$ cat src/rtl/checksum_accum_if.sv
// -----------------------------------------------------------------------------
// checksum_accum_if
// Bundles the beat-input and result-output handshakes of checksum_accum.
//   s_valid/s_ready/s_data/s_keep/s_last : packet beats into the accumulator
//   m_valid/m_ready/m_data/m_words/m_sat : folded-sum result to the fold block
// Modports:
//   slave  - the accumulator's view (consumes beats, produces the result)
//   master - the environment's view (produces beats, consumes the result)
// -----------------------------------------------------------------------------
interface checksum_accum_if #(
    parameter int CNT_W = 16
) ();
    logic             s_valid;
    logic             s_ready;
    logic [31:0]      s_data;
    logic [3:0]       s_keep;
    logic             s_last;
    logic             m_valid;
    logic             m_ready;
    logic [31:0]      m_data;
    logic [CNT_W-1:0] m_words;
    logic             m_sat;

    modport slave (
        input  s_valid, s_data, s_keep, s_last, m_ready,
        output s_ready, m_valid, m_data, m_words, m_sat
    );

    modport master (
        output s_valid, s_data, s_keep, s_last, m_ready,
        input  s_ready, m_valid, m_data, m_words, m_sat
    );
endinterface

$ cat src/rtl/checksum_accum.sv
// -----------------------------------------------------------------------------
// checksum_accum
// Accumulates a packet of 32-bit beats into two independent 16-bit
// end-around-carry (one's-complement) sums, one over the upper halves and one
// over the lower halves. On the last beat the pair {sum_hi, sum_lo} is
// registered onto m_data together with a saturating beat count, and held
// until the downstream fold block accepts it.
// Ports:
//   clk    - rising-edge clock
//   rst_n  - synchronous active-low reset
//   bus    - checksum_accum_if.slave: s_valid/s_ready/s_data/s_keep/s_last in,
//            m_valid/m_ready/m_data/m_words/m_sat out
// -----------------------------------------------------------------------------
module checksum_accum #(
    parameter int CNT_W = 16
) (
    input  logic              clk,
    input  logic              rst_n,
    checksum_accum_if.slave   bus
);

    typedef enum logic [0:0] {
        ST_ACCUM = 1'b0,
        ST_HOLD  = 1'b1
    } state_t;

    localparam logic [CNT_W-1:0] CNT_MAX  = {CNT_W{1'b1}};
    localparam logic [CNT_W-1:0] CNT_ZERO = {CNT_W{1'b0}};
    localparam logic [CNT_W-1:0] CNT_ONE  = {{(CNT_W-1){1'b0}}, 1'b1};

    // One's-complement add: the carry out of bit 15 is wrapped back into bit 0.
    // A second carry is impossible since t[15:0] <= 16'hFFFE whenever t[16]=1.
    function automatic logic [15:0] oc_add(input logic [15:0] a, input logic [15:0] b);
        logic [16:0] t;
        t = {1'b0, a} + {1'b0, b};
        return t[15:0] + {15'd0, t[16]};
    endfunction

    // Zero every byte whose keep bit is clear; keep[3] qualifies data[31:24].
    function automatic logic [31:0] mask_bytes(input logic [31:0] data, input logic [3:0] keep);
        logic [31:0] m;
        m = 32'd0;
        for (int b = 0; b < 4; b++) begin
            if (keep[b]) begin
                m[b*8 +: 8] = data[b*8 +: 8];
            end else begin
                m[b*8 +: 8] = 8'd0;
            end
        end
        return m;
    endfunction

    state_t           state_q,   state_d;
    logic             s_ready_q, s_ready_d;
    logic             m_valid_q, m_valid_d;
    logic [15:0]      acc_hi_q,  acc_hi_d;
    logic [15:0]      acc_lo_q,  acc_lo_d;
    logic [CNT_W-1:0] count_q,   count_d;
    logic             sat_q,     sat_d;
    logic [31:0]      m_data_q,  m_data_d;
    logic [CNT_W-1:0] m_words_q, m_words_d;
    logic             m_sat_q,   m_sat_d;

    logic             beat_s;
    logic [31:0]      masked_s;
    logic [15:0]      sum_hi_s;
    logic [15:0]      sum_lo_s;
    logic [CNT_W-1:0] count_inc_s;
    logic             sat_inc_s;

    // Next-state, accumulator, counter and result-register logic.
    always_comb begin
        state_d   = state_q;
        s_ready_d = s_ready_q;
        m_valid_d = m_valid_q;
        acc_hi_d  = acc_hi_q;
        acc_lo_d  = acc_lo_q;
        count_d   = count_q;
        sat_d     = sat_q;
        m_data_d  = m_data_q;
        m_words_d = m_words_q;
        m_sat_d   = m_sat_q;

        // s_ready_q is only high in ACCUM, so this is the transfer condition.
        beat_s   = bus.s_valid & s_ready_q;
        masked_s = mask_bytes(bus.s_data, bus.s_keep);
        sum_hi_s = oc_add(acc_hi_q, masked_s[31:16]);
        sum_lo_s = oc_add(acc_lo_q, masked_s[15:0]);

        // The counter sticks at its maximum; a beat arriving there means the
        // true count is no longer representable, which is what sat flags.
        if (count_q == CNT_MAX) begin
            count_inc_s = count_q;
            sat_inc_s   = 1'b1;
        end else begin
            count_inc_s = count_q + CNT_ONE;
            sat_inc_s   = sat_q;
        end

        case (state_q)
            ST_ACCUM: begin
                if (beat_s) begin
                    if (bus.s_last) begin
                        m_data_d  = {sum_hi_s, sum_lo_s};
                        m_words_d = count_inc_s;
                        m_sat_d   = sat_inc_s;
                        acc_hi_d  = 16'd0;
                        acc_lo_d  = 16'd0;
                        count_d   = CNT_ZERO;
                        sat_d     = 1'b0;
                        state_d   = ST_HOLD;
                        s_ready_d = 1'b0;
                        m_valid_d = 1'b1;
                    end else begin
                        acc_hi_d  = sum_hi_s;
                        acc_lo_d  = sum_lo_s;
                        count_d   = count_inc_s;
                        sat_d     = sat_inc_s;
                    end
                end else begin
                    state_d = ST_ACCUM;
                end
            end
            ST_HOLD: begin
                // Result is consumed here; the next beat can only be taken on
                // the following edge, giving the one-cycle inter-packet gap.
                if (bus.m_ready) begin
                    state_d   = ST_ACCUM;
                    s_ready_d = 1'b1;
                    m_valid_d = 1'b0;
                end else begin
                    state_d = ST_HOLD;
                end
            end
            default: begin
                state_d   = ST_ACCUM;
                s_ready_d = 1'b1;
                m_valid_d = 1'b0;
                acc_hi_d  = 16'd0;
                acc_lo_d  = 16'd0;
                count_d   = CNT_ZERO;
                sat_d     = 1'b0;
            end
        endcase
    end

    // State and datapath registers with synchronous active-low reset.
    always_ff @(posedge clk) begin
        if (!rst_n) begin
            state_q   <= ST_ACCUM;
            s_ready_q <= 1'b1;
            m_valid_q <= 1'b0;
            acc_hi_q  <= 16'd0;
            acc_lo_q  <= 16'd0;
            count_q   <= CNT_ZERO;
            sat_q     <= 1'b0;
            m_data_q  <= 32'd0;
            m_words_q <= CNT_ZERO;
            m_sat_q   <= 1'b0;
        end else begin
            state_q   <= state_d;
            s_ready_q <= s_ready_d;
            m_valid_q <= m_valid_d;
            acc_hi_q  <= acc_hi_d;
            acc_lo_q  <= acc_lo_d;
            count_q   <= count_d;
            sat_q     <= sat_d;
            m_data_q  <= m_data_d;
            m_words_q <= m_words_d;
            m_sat_q   <= m_sat_d;
        end
    end

    assign bus.s_ready = s_ready_q;
    assign bus.m_valid = m_valid_q;
    assign bus.m_data  = m_data_q;
    assign bus.m_words = m_words_q;
    assign bus.m_sat   = m_sat_q;

endmodule
$ cat src/flat_wrapper.sv
// flat-port wrapper written by rule: the top's interface ports become plain ports
module checksum_accum_flat 
#(
    parameter int CNT_W = 16
)
  (clk, rst_n, bus_s_valid, bus_s_data, bus_s_keep, bus_s_last, bus_m_ready, bus_s_ready, bus_m_valid, bus_m_data, bus_m_words, bus_m_sat);
  checksum_accum_if #(.CNT_W(CNT_W)) bus_i ();
  input  logic clk;
  input  logic rst_n;
  input wire logic [$bits(bus_i.s_valid)-1:0] bus_s_valid;
  input wire logic [$bits(bus_i.s_data)-1:0] bus_s_data;
  input wire logic [$bits(bus_i.s_keep)-1:0] bus_s_keep;
  input wire logic [$bits(bus_i.s_last)-1:0] bus_s_last;
  input wire logic [$bits(bus_i.m_ready)-1:0] bus_m_ready;
  output wire logic [$bits(bus_i.s_ready)-1:0] bus_s_ready;
  output wire logic [$bits(bus_i.m_valid)-1:0] bus_m_valid;
  output wire logic [$bits(bus_i.m_data)-1:0] bus_m_data;
  output wire logic [$bits(bus_i.m_words)-1:0] bus_m_words;
  output wire logic [$bits(bus_i.m_sat)-1:0] bus_m_sat;
  assign bus_i.s_valid = bus_s_valid;
  assign bus_i.s_data = bus_s_data;
  assign bus_i.s_keep = bus_s_keep;
  assign bus_i.s_last = bus_s_last;
  assign bus_i.m_ready = bus_m_ready;
  assign bus_s_ready = bus_i.s_ready;
  assign bus_m_valid = bus_i.m_valid;
  assign bus_m_data = bus_i.m_data;
  assign bus_m_words = bus_i.m_words;
  assign bus_m_sat = bus_i.m_sat;
  checksum_accum #(.CNT_W(CNT_W)) u_core (.clk(clk), .rst_n(rst_n), .bus(bus_i));
endmodule
$ cat config.mk
export PLATFORM = sky130hd
export DESIGN_NAME = checksum_accum_flat
export DESIGN_NICKNAME = d
export VERILOG_FILES = /design/src/rtl/checksum_accum_if.sv /design/src/rtl/checksum_accum.sv /design/src/flat_wrapper.sv
export SDC_FILE = /design/constraint.sdc
export NUM_CORES = 1
export LEC_CHECK = 0
export CAP_MARGIN = 20
export CORE_MARGIN = 4
export CORE_UTILIZATION = 49
export DETAILED_ROUTE_END_ITERATION = 8
export PLACE_DENSITY_LB_ADDON = 0.25
export SYNTH_ARGS = -nofsm -noshare
export SYNTH_HDL_FRONTEND = slang
export SYNTH_SLANG_ARGS = --single-unit
$ cat constraint.sdc
create_clock -name clk -period 5.52 [get_ports clk]
set_input_delay 1.104 -clock clk [delete_from_list [all_inputs] [get_ports clk]]
set_output_delay 1.104 -clock clk [all_outputs]
set_load 0.1 [all_outputs]
==> results by group, run 1 <==
Final layout
  • Layout area overhead: 20.2%
  • Antenna diode count: 0
  • Final net count: 900
  • FILL cells: 1162
  • Final Instance Count excl. Fillers: 996
  • Share of cells above drive strength 1: 4.61%

Yosys
  • Post-Syn Nets: 835
  • YS warnings: 0
  • Mapped cell area: 6340 um^2
  • Post-synth EDFFs: 0
  • Seq/Total Area, Yosys: 31.9%
  • Mean Syn Cell Area: 8.40 um^2
  • Fraction of registers with async set/reset: 0%
  • Distinct cells, synth: 68
  • #FFs+latches synth: 101
  • Post-synth top flop: dfxtp_1
  • Cells after Synth: 755

Clock tree
  • Hold Buf Count CTS: 0
  • Clk pin slew, worst setup/hold paths: 0.07 ns
  • Latest clock arrival within the worst-skew pair: 0.35 ns
  • Post-CTS setup repair buffer count: 0
  • CTS H-tree lvls: 3
  • Root Driver: clkbuf_16
  • CTS tree: built
  • Post-cts sizing count: 0
  • Clock Tree Buf Depth: 2
  • CTS sink cnt: 101
  • TritonCTS buffer count: 9

Floorplanning
  • Die Y: 122 um
  • Core footprint: 12600 um^2
  • Ports: 92
  • Die footprint: 14800 um^2
  • Die W: 122 um
  • Site Rows: 41
  • Initial core utilization: 50.2%

Placed design
  • Port Buf Inserts: 91
  • Pre-CTS WS: 0.261 ns
  • Routability cong.: 0.950
  • HPWL after detailed placement: 12200 um
  • Dpl cells: 980

Worst setup path
  • Flop2flop setup slack: 1.74 ns
  • R2R Path Start: u_core.acc_lo_q[0]$_SDFFE_PN0P_
  • Worst-path cell chain: clkdlybuf4s50_1, and2_1, ha_1, fa_1, a211oi_1, o31ai_1, a32o_1, o21a_1, nor2_1, nor2b_1, o21ai_0, nand2b_1, ha_1, and3_1, nand3_1, nor3_1, nand3_1, xnor3_1, a32o_1
  • CP max FO: 8
  • Slowest CP cell: clkdlybuf4s50_1
  • CP max stage delay: 0.50 ns
  • Setup crit end: u_core.acc_lo_q[15]$_SDFFE_PN0P_
  • R2r endpoint: u_core.acc_lo_q[15]$_SDFFE_PN0P_
  • CP Capture Type: flop
  • Critical path arrival: 5.14 ns
  • CP startpoint kind: primary input
  • Setup CP Type: in -> reg
  • CP required: 5.76 ns
  • R2R cell count: 17
  • Critical path origin: bus_s_keep[0]

Drt
  • Routed vias: 5678
  • Vias per cell: 5.70
  • Detailed Route WL: 16700 um
  • # DRC: 0
  • Pre-antenna DRT Iters: 5
  • Number of routed nets with antenna violations: 0
  • WL per Instance: 16.7 um
  • Initial drt markers: 495

STA
  • Final Max Slew Viols: 0
  • Setup ws final: 0.626 ns
  • Final Cycle Share: 88.7%
  • Slew at the pin closest to its max-slew limit: 0.993 ns
  • Setup TNS: 0 ns
  • Min Hold Slack: 0.442 ns
  • Fmax: 204 MHz
  • Worst Skew: 0.00896 ns
  • Final hold violation count: 0
  • RSZ-0062 raised after global routing: false
  • Final Critical Period: 4.89 ns
  • Relative max-transition margin: 33.6%
  • Number of setup violations in the final report: 0

Global route
  • Vias in the first global route: 5657
  • Grt total ovfl: 0
  • First-pass GRT wire length: 27500 um
  • Largest net degree at the start of global routing: 40
  • Antenna violations before repair: 0
  • Total GRT Usage: 23.1%

Power
  • PD cells: 235 nW/um^2
  • Leakage: 0.00299 uW
  • VDD IR max: 0.183 mV

Run status
  • Status: finished, final reports clean

Flow run
  • Max_cap viols: 0

Hold path
  • Hold Path Class: reg -> reg
-- per-stage QoR --
stage	power, uW	utilization [%]	instance area, um^2
2_1_floorplan	1040	-	6340
3_3_place_gp	1140	57.8	7290
3_5_place_dp	1150	57.8	7290
4_1_cts	1790	60.2	7590
5_1_grt	1870	60.4	7620
6_report	1790	60.4	7620
-- report_power, final --
part           total (uW)  switching (uW)  internal, uW
Clock                 655             298           357
Sequential            763            14.2           749
Combinational         371             241           130
-- state kept, by name, indices dropped and copies added (netlist names) --
signal / cells
u_core.state_q: 1
u_core.sat_q: 1
u_core.bus.m_valid: 1
u_core.bus.m_words: 16
u_core.acc_lo_q: 16
u_core.bus.s_ready: 1
u_core.acc_hi_q: 16
u_core.bus.m_data: 32
u_core.count_q: 16
u_core.bus.m_sat: 1
-- final cells by class --
| class | instances | area, um^2 | share of cell area [%] |
|---|---|---|---|
| tap | 172 | 215 | 2.82 |
| sequential | 101 | 2020 | 26.5 |
| clock inverter | 5 | 67.6 | 0.887 |
| inverter | 8 | 30.0 | 0.394 |
| clock buffer | 10 | 229 | 3.01 |
| timing repair buffer | 97 | 976 | 12.8 |
| multi-input combinational | 603 | 4080 | 53.5 |
-- how the worst min path moves through the flow --
stage | end | depth (start not counted) | startpoint
finish | u_core.bus.m_sat$_SDFFE_PN0P_ | 2 | u_core.bus.m_sat$_SDFFE_PN0P_
detailed placement | u_core.bus.m_sat$_SDFFE_PN0P_ | 2 | u_core.bus.m_sat$_SDFFE_PN0P_
floorplan | u_core.acc_lo_q[0]$_SDFFE_PN0P_ | 2 | u_core.acc_lo_q[0]$_SDFFE_PN0P_
global route | u_core.bus.m_words[7]$_SDFFE_PN0P_ | 2 | u_core.bus.m_words[7]$_SDFFE_PN0P_
global placement | u_core.bus.m_words[13]$_SDFFE_PN0P_ | 2 | u_core.bus.m_words[13]$_SDFFE_PN0P_
CTS | u_core.bus.m_sat$_SDFFE_PN0P_ | 2 | u_core.bus.m_sat$_SDFFE_PN0P_
-- worst max-delay path, delay by kind of cell --
kind / cells / cell delay [ns]
adder cells (fa/ha/maj): 3 / 0.84
AND/OR/NAND/NOR: 8 / 1.08
buffers and inverters: 1 / 0.50
XOR/XNOR: 1 / 0.23
AO/OA/AOI/OAI: 6 / 1.39
-- placed cells by master (no fill, tap or decap), types with 3 or more instances in the layout --
master           synthesis  layout
o21ai_0                 63      63
clkbuf_16                0       9
xor2_1                  28      28
a21oi_1                 36      36
a21boi_0                10      10
or2_2                    4       4
buf_4                    0       5
nor2_1                  26      26
nand2_1                 76      76
nor4_1                   6       6
a22o_1                  20      20
or4_1                    6       6
nand3b_1                 8       8
dfxtp_1                101     101
nor3b_1                  3       3
o211ai_1                 6       6
a32o_1                   3       3
ha_1                    37      37
a21o_1                  11      11
a31oi_1                  5       5
nand4_1                 10      10
nor2b_1                 30      30
nand3_1                 33      33
mux2i_1                  5       5
a211oi_1                 3       3
or3_1                    8       8
a22oi_1                 17      17
clkdlybuf4s50_1          0      91
o21a_1                   4       4
xnor2_1                 27      27
nor3_1                  11      11
o31ai_1                  5       5
and4_1                   7       7
and3_1                  11      11
inv_1                    8       8
and2_1                  44      44
nand2b_1                10      10
-- cells in the mapped netlist (10+ instances only) --
cell | n | area share (%)
dfxtp_1 | 101 | 32
nand2_1 | 76 | 4.5
o21ai_0 | 63 | 5.0
and2_1 | 44 | 4.3
ha_1 | 37 | 7.3
a21oi_1 | 36 | 2.8
clkbuf_1 | 33 | 2.0
nand3_1 | 33 | 2.6
nor2b_1 | 30 | 3.0
xor2_1 | 28 | 3.9
xnor2_1 | 27 | 3.7
nor2_1 | 26 | 1.5
a22o_1 | 20 | 2.8
a22oi_1 | 17 | 2.0
a21o_1 | 11 | 1.3
and3_1 | 11 | 1.1
nor3_1 | 11 | 0.87
a21boi_0 | 10 | 1.2
nand2b_1 | 10 | 0.99
nand4_1 | 10 | 0.99
-- metal layers --
| layer | share of wire, % | vias to the layer above | track usage, % | wire length, um |
|---|---|---|---|---|
| li1 | - | 2853 | - | - |
| met1 | 47 | 2639 | 30.6 | 7860 |
| met2 | 47 | 154 | 38.4 | 7760 |
| met3 | 4.2 | 32 | 3.16 | 695 |
| met4 | 2.1 | 0 | 8.26 | 353 |
| met5 | 0 | - | 0 | 0 |
-- cells by family (layout without fill, tap and decap cells) --
group,count (synthesis),count (layout),share of synthesized area (%)
fa+ha+maj,39,39,7.94
flops,101,101,31.9
buf+inv,51,120,3.93
simple gates,299,299,25.8
xor+xnor,56,56,7.96
compound gates,203,203,21.5
mux,6,6,0.967
(Power assumes the default switching activity.)
==> inputs of run 2 (changes only) <==
- CORE_MARGIN: 4 -> default
- PLACE_DENSITY: default -> 0.73
- PLACE_DENSITY_LB_ADDON: 0.25 -> default
==> run 2 against run 1 <==
Total power up 0.77%; clock skew grew 0.0057 ns; sequential share of layout area about the same; hold slack worse by 0.0045 ns; global-route usage grew 1.6 points; cell area increased by 0.16%; register-to-register slack got worse by 0.03 ns; utilization is 0.099 points higher; critical path type unchanged; largest power group unchanged.
==> results by group, run 2 (synthesized netlist as in run 1, its figures left out) <==
Run status
  • Status: finished, final reports clean

Flow run
  • Max_cap viols: 0

Global route
  • Grt met2 use: 41.1%
  • M3 GR Usage: 4.45%
  • Antenna violations before repair: 0
  • First-pass GRT wire length: 25900 um
  • GR Layer Usage met1: 32.9%
  • Busiest grt layer: met2
  • Grt total ovfl: 0
  • Total GRT Usage: 24.7%
  • Vias in the first global route: 5225
  • Largest net degree at the start of global routing: 45

STA
  • Slew at the pin closest to its max-slew limit: 1.02 ns
  • Fmax: 204 MHz
  • Worst Skew: 0.0147 ns
  • Final Critical Period: 4.90 ns
  • Final Cycle Share: 88.8%
  • RSZ-0062 raised after global routing: false
  • Relative max-transition margin: 31.7%
  • Setup TNS: 0 ns
  • Number of setup violations in the final report: 0
  • Final hold violation count: 0
  • Final Max Slew Viols: 0

Drt
  • Number of routed nets with antenna violations: 0
  • WL per Instance: 16.3 um
  • Detailed Route WL: 16300 um
  • Pre-antenna DRT Iters: 5
  • # DRC: 0
  • Vias per cell: 5.80
  • Initial drt markers: 423
  • Routed vias: 5786

Clock tree
  • Hold Buf Count CTS: 0
  • Clock Tree Buf Depth: 2
  • Root Driver: clkbuf_16
  • Latest clock arrival within the worst-skew pair: 0.36 ns
  • Clk pin slew, worst setup/hold paths: 0.07 ns
  • CTS H-tree lvls: 3
  • Post-CTS setup repair buffer count: 0
  • CTS sink cnt: 101
  • CTS tree: built
  • TritonCTS buffer count: 9
  • Post-cts sizing count: 0

Final layout
  • Share of cells above drive strength 1: 4.96%
  • Commonest non-fill, non-tap cell in the layout: dfxtp_1
  • Antenna diode count: 0
  • FILL cells: 1148
  • Layout area overhead: 20.4%
  • Largest register FFs: 32
  • Most frequent cells in the layout: dfxtp_1, clkdlybuf4s50_1, nand2_1
  • Final Instance Count excl. Fillers: 998
  • Final net count: 901

Placed design
  • Port Buf Inserts: 91
  • Dpl cells: 981
  • Routability cong.: 0.916
  • HPWL after detailed placement: 12000 um

Floorplanning
  • Site Rows: 41
  • Die Y: 116 um
  • Die W: 116 um
  • Core footprint: 12600 um^2
  • Die footprint: 13400 um^2
  • Initial core utilization: 50.2%
  • Ports: 92

Power
  • PD cells: 236 nW/um^2
  • Leakage: 0.00300 uW
  • VDD IR max: 0.213 mV

Worst setup path
  • CP required: 5.76 ns
  • Setup CP Type: in -> reg
  • R2R cell count: 17
  • CP max FO: 8
  • CP Capture Type: flop
  • Critical path arrival: 5.15 ns
  • CP startpoint kind: primary input

Hold path
  • Depth of the worst hold-timing path: 2
  • Hold Path Class: reg -> reg
run 2: final cells by class:
cell class / instances / area, um^2 / area share (%)
clock inverter: 6 / 75.1 / 0.984
tap: 172 / 215 / 2.82
timing repair buffer: 98 / 971 / 12.7
inverter: 8 / 30.0 / 0.394
sequential: 101 / 2020 / 26.5
multi-input combinational: 603 / 4080 / 53.5
clock buffer: 10 / 239 / 3.13
run 2: per-stage QoR:
stage	power [uW]	hold slack, ns	utilization [%]	setup slack (ns)	cell area, um^2
after CTS	1810	0.442	60.4	0.641	7620
after global routing	1870	0.466	60.5	0.233	7630
after global placement	1140	0.428	57.9	0.405	7300
after detailed placement	1150	0.432	57.9	0.289	7300
after floorplan	1040	0.445	-	1.20	6340
final	1800	0.438	60.5	0.616	7630
run 2: routing by layer:
metal | part of all wire, % | wire length [um]
met5 | 0 | 0
met4 | 1.0 | 163
met3 | 4.2 | 676
met2 | 47 | 7620
met1 | 48 | 7810
run 2: critical path, cell delays in order:
cell and delay (ns):
clkdlybuf4s50_1 0.49, and2_1 0.18, ha_1 0.20, fa_1 0.43, a211oi_1 0.37, o31ai_1 0.20, a32o_1 0.25, o21a_1 0.17
nor2_1 0.15, nor2b_1 0.08, o21ai_0 0.17, nand2b_1 0.09, ha_1 0.22, and3_1 0.20, nand3_1 0.15, nor3_1 0.13
nand3_1 0.12, xnor3_1 0.23, a32o_1 0.22
run 2: power breakdown:
part / switching (uW) / total [uW] / internal (uW)
Clock: 298 / 670 / 372
Sequential: 14.1 / 763 / 749
Combinational: 240 / 370 / 130
Total: 552 / 1800 / 1250
run 2: final timing paths:
path / end / from / slack [ns]
min: u_core.bus.m_words[13]$_SDFFE_PN0P_ / u_core.bus.m_words[13]$_SDFFE_PN0P_ / 0.44
max reg2reg: u_core.acc_lo_q[15]$_SDFFE_PN0P_ / u_core.acc_lo_q[0]$_SDFFE_PN0P_ / 1.71
min reg2reg: u_core.bus.m_words[13]$_SDFFE_PN0P_ / u_core.bus.m_words[13]$_SDFFE_PN0P_ / 0.44
max: u_core.acc_lo_q[15]$_SDFFE_PN0P_ / bus_s_keep[0] / 0.62
==> inputs of run 3 (changes only) <==
- CTS_BUF_LIST: default -> sky130_fd_sc_hd__clkbuf_8
- DONT_BUFFER_PORTS: default -> 1
- PLACE_DENSITY: 0.73 -> default
- SLEW_MARGIN: default -> 30
==> run 3 against run 2 <==
Global-route usage down 0.43 points; cell area down 14%; routed wire length down 3.8%; non-clock buffer count down 94; total power down 13%; critical path type unchanged; highest routed layer unchanged.
==> results by group, run 3 (synthesized netlist as in run 1, its figures left out) <==
Run status
  • Status: finished, final reports clean

Worst setup path
  • CP max FO: 4
  • CP required: 5.80 ns
  • Critical path arrival: 4.55 ns
  • CP Capture Type: flop
  • Flop2flop setup slack: 1.77 ns
  • CP startpoint kind: primary input
  • Setup CP Type: in -> reg

Flow run
  • Max_cap viols: 0

STA
  • Final hold violation count: 0
  • Slew at the pin closest to its max-slew limit: 1.01 ns
  • Final Max Slew Viols: 0
  • Relative max-transition margin: 32.5%
  • Setup TNS: 0 ns
  • RSZ-0062 raised after global routing: false
  • Fmax: 234 MHz
  • Final Cycle Share: 77.3%
  • Min Hold Slack: 0.486 ns
  • Number of setup violations in the final report: 0
  • Final Critical Period: 4.27 ns
  • Worst Skew: 0.0116 ns

Floorplanning
  • Ports: 92
  • Core footprint: 12600 um^2
  • Die Y: 116 um
  • Site Rows: 41
  • Die footprint: 13400 um^2
  • Initial core utilization: 50.2%
  • Die W: 116 um

Power
  • Flop pwr share: 54.0%
  • VDD IR max: 0.108 mV
  • Leakage: 0.00260 uW
  • P_int: 1060 uW
  • Comb power frac: 14.6%
  • Clock share of power: 31.4%
  • Switching Power: 508 uW
  • Switching Fraction: 32.4%
  • Overall Power: 1570 uW
  • PD cells: 238 nW/um^2

Global route
  • Largest net degree at the start of global routing: 57
  • Grt total ovfl: 0
  • First-pass GRT wire length: 25000 um
  • Vias in the first global route: 5003
  • Total GRT Usage: 24.3%
  • Antenna violations before repair: 1

Final layout
  • Area occupied by multi-input gates: 4090 um^2
  • Most frequent cells in the layout: dfxtp_1, nand2_1, o21ai_0
  • Share of cells above drive strength 1: 5.87%
  • Register area: 2030 um^2
  • Util after Layout: 52.2%
  • Largest register FFs: 32
  • Commonest non-fill, non-tap cell in the layout: dfxtp_1
  • Final net count: 807
  • Layout area overhead: 3.95%
  • FILL cells: 1235
  • Final instance area: 6590 um^2

Drt
  • # DRC: 0
  • Number of routed nets with antenna violations: 0
  • WL per Instance: 17.3 um
  • Pre-antenna DRT Iters: 5
  • Vias per cell: 5.83
  • Detailed Route WL: 15600 um
  • Routed vias: 5280
  • Initial drt markers: 238

Placed design
  • HPWL after detailed placement: 11400 um
  • Routability cong.: 0.899
  • Port Buf Inserts: 0
  • Area after DPL: 6380 um^2

Clock tree
  • TritonCTS buffer count: 9
  • Post-cts sizing count: 0
  • Clock Tree Buf Depth: 2
  • CTS tree: built
  • Latest clock arrival within the worst-skew pair: 0.38 ns
  • Root Driver: clkbuf_8
  • CTS H-tree lvls: 3
  • Hold Buf Count CTS: 0
  • Clk pin slew, worst setup/hold paths: 0.10 ns
  • CTS sink cnt: 101
  • Post-CTS setup repair buffer count: 0

Hold path
  • Hold Path Class: reg -> reg
## run 3: cell types whose count changed in the layout (fill, tap and decap cells not counted), sizes merged
cell           change
clkdlybuf4s50     -91
buf                -3
inv                -2
clkinv             +1
clkinvlp           +1
diode              +1
## run 3: per-layer routing
layer	routed length (um)	track usage [%]
met5	0	0
met4	231	8.72
met3	938	5.33
met2	6840	37.6
met1	7630	33.2
## run 3: area by class of cell
type	count	share of cell area, %
timing repair buffer	4	0.456
antenna	1	0.0380
tap	172	3.27
clock inverter	6	0.930
multi-input combinational	603	62.0
clock buffer	10	2.09
inverter	8	0.456
sequential	101	30.7
## run 3: stage by stage
| step | worst slack, ns | std cells |
|---|---|---|
| after detailed placement | 0.853 | 888 |
| after floorplan | 1.20 | 755 |
| after global placement | 0.962 | 888 |
| after global routing | 0.840 | 905 |
| final | 1.25 | 905 |
| after CTS | 1.27 | 904 |
## run 3: path summary, 6_finish.rpt
path                                                    endpoint  cells after the start                       startpoint
worst max-delay path            u_core.acc_lo_q[15]$_SDFFE_PN0P_                     18                    bus_s_data[0]
worst min-delay path             u_core.acc_hi_q[0]$_SDFFE_PN0P_                      2  u_core.acc_hi_q[0]$_SDFFE_PN0P_
worst max register to register  u_core.acc_lo_q[15]$_SDFFE_PN0P_                     17  u_core.acc_lo_q[0]$_SDFFE_PN0P_
worst min register to register   u_core.acc_hi_q[0]$_SDFFE_PN0P_                      2  u_core.acc_hi_q[0]$_SDFFE_PN0P_
## run 3: power by group through the flow
| stage | clock network (uW) | registers, uW | logic, uW |
|---|---|---|---|
| CTS | 502 | 845 | 229 |
| finish | 491 | 845 | 229 |
| global route | 536 | 848 | 253 |
| global placement | 0 | 861 | 223 |
| floorplan | 0 | 856 | 186 |
| detailed placement | 0 | 861 | 228 |
## run 3: worst max-delay path, stage by stage
cell and delay (ns):
and2_1 0.14, ha_1 0.20, fa_1 0.42, a211oi_1 0.35, o31ai_1 0.19, a32o_1 0.25, o21a_1 0.17, nor2_1 0.15
nor2b_1 0.06, o21ai_0 0.15, nand2b_1 0.09, ha_1 0.21, and3_1 0.20, nand3_1 0.14, nor3_1 0.13, nand3_1 0.13
xnor3_1 0.23, a32o_1 0.22
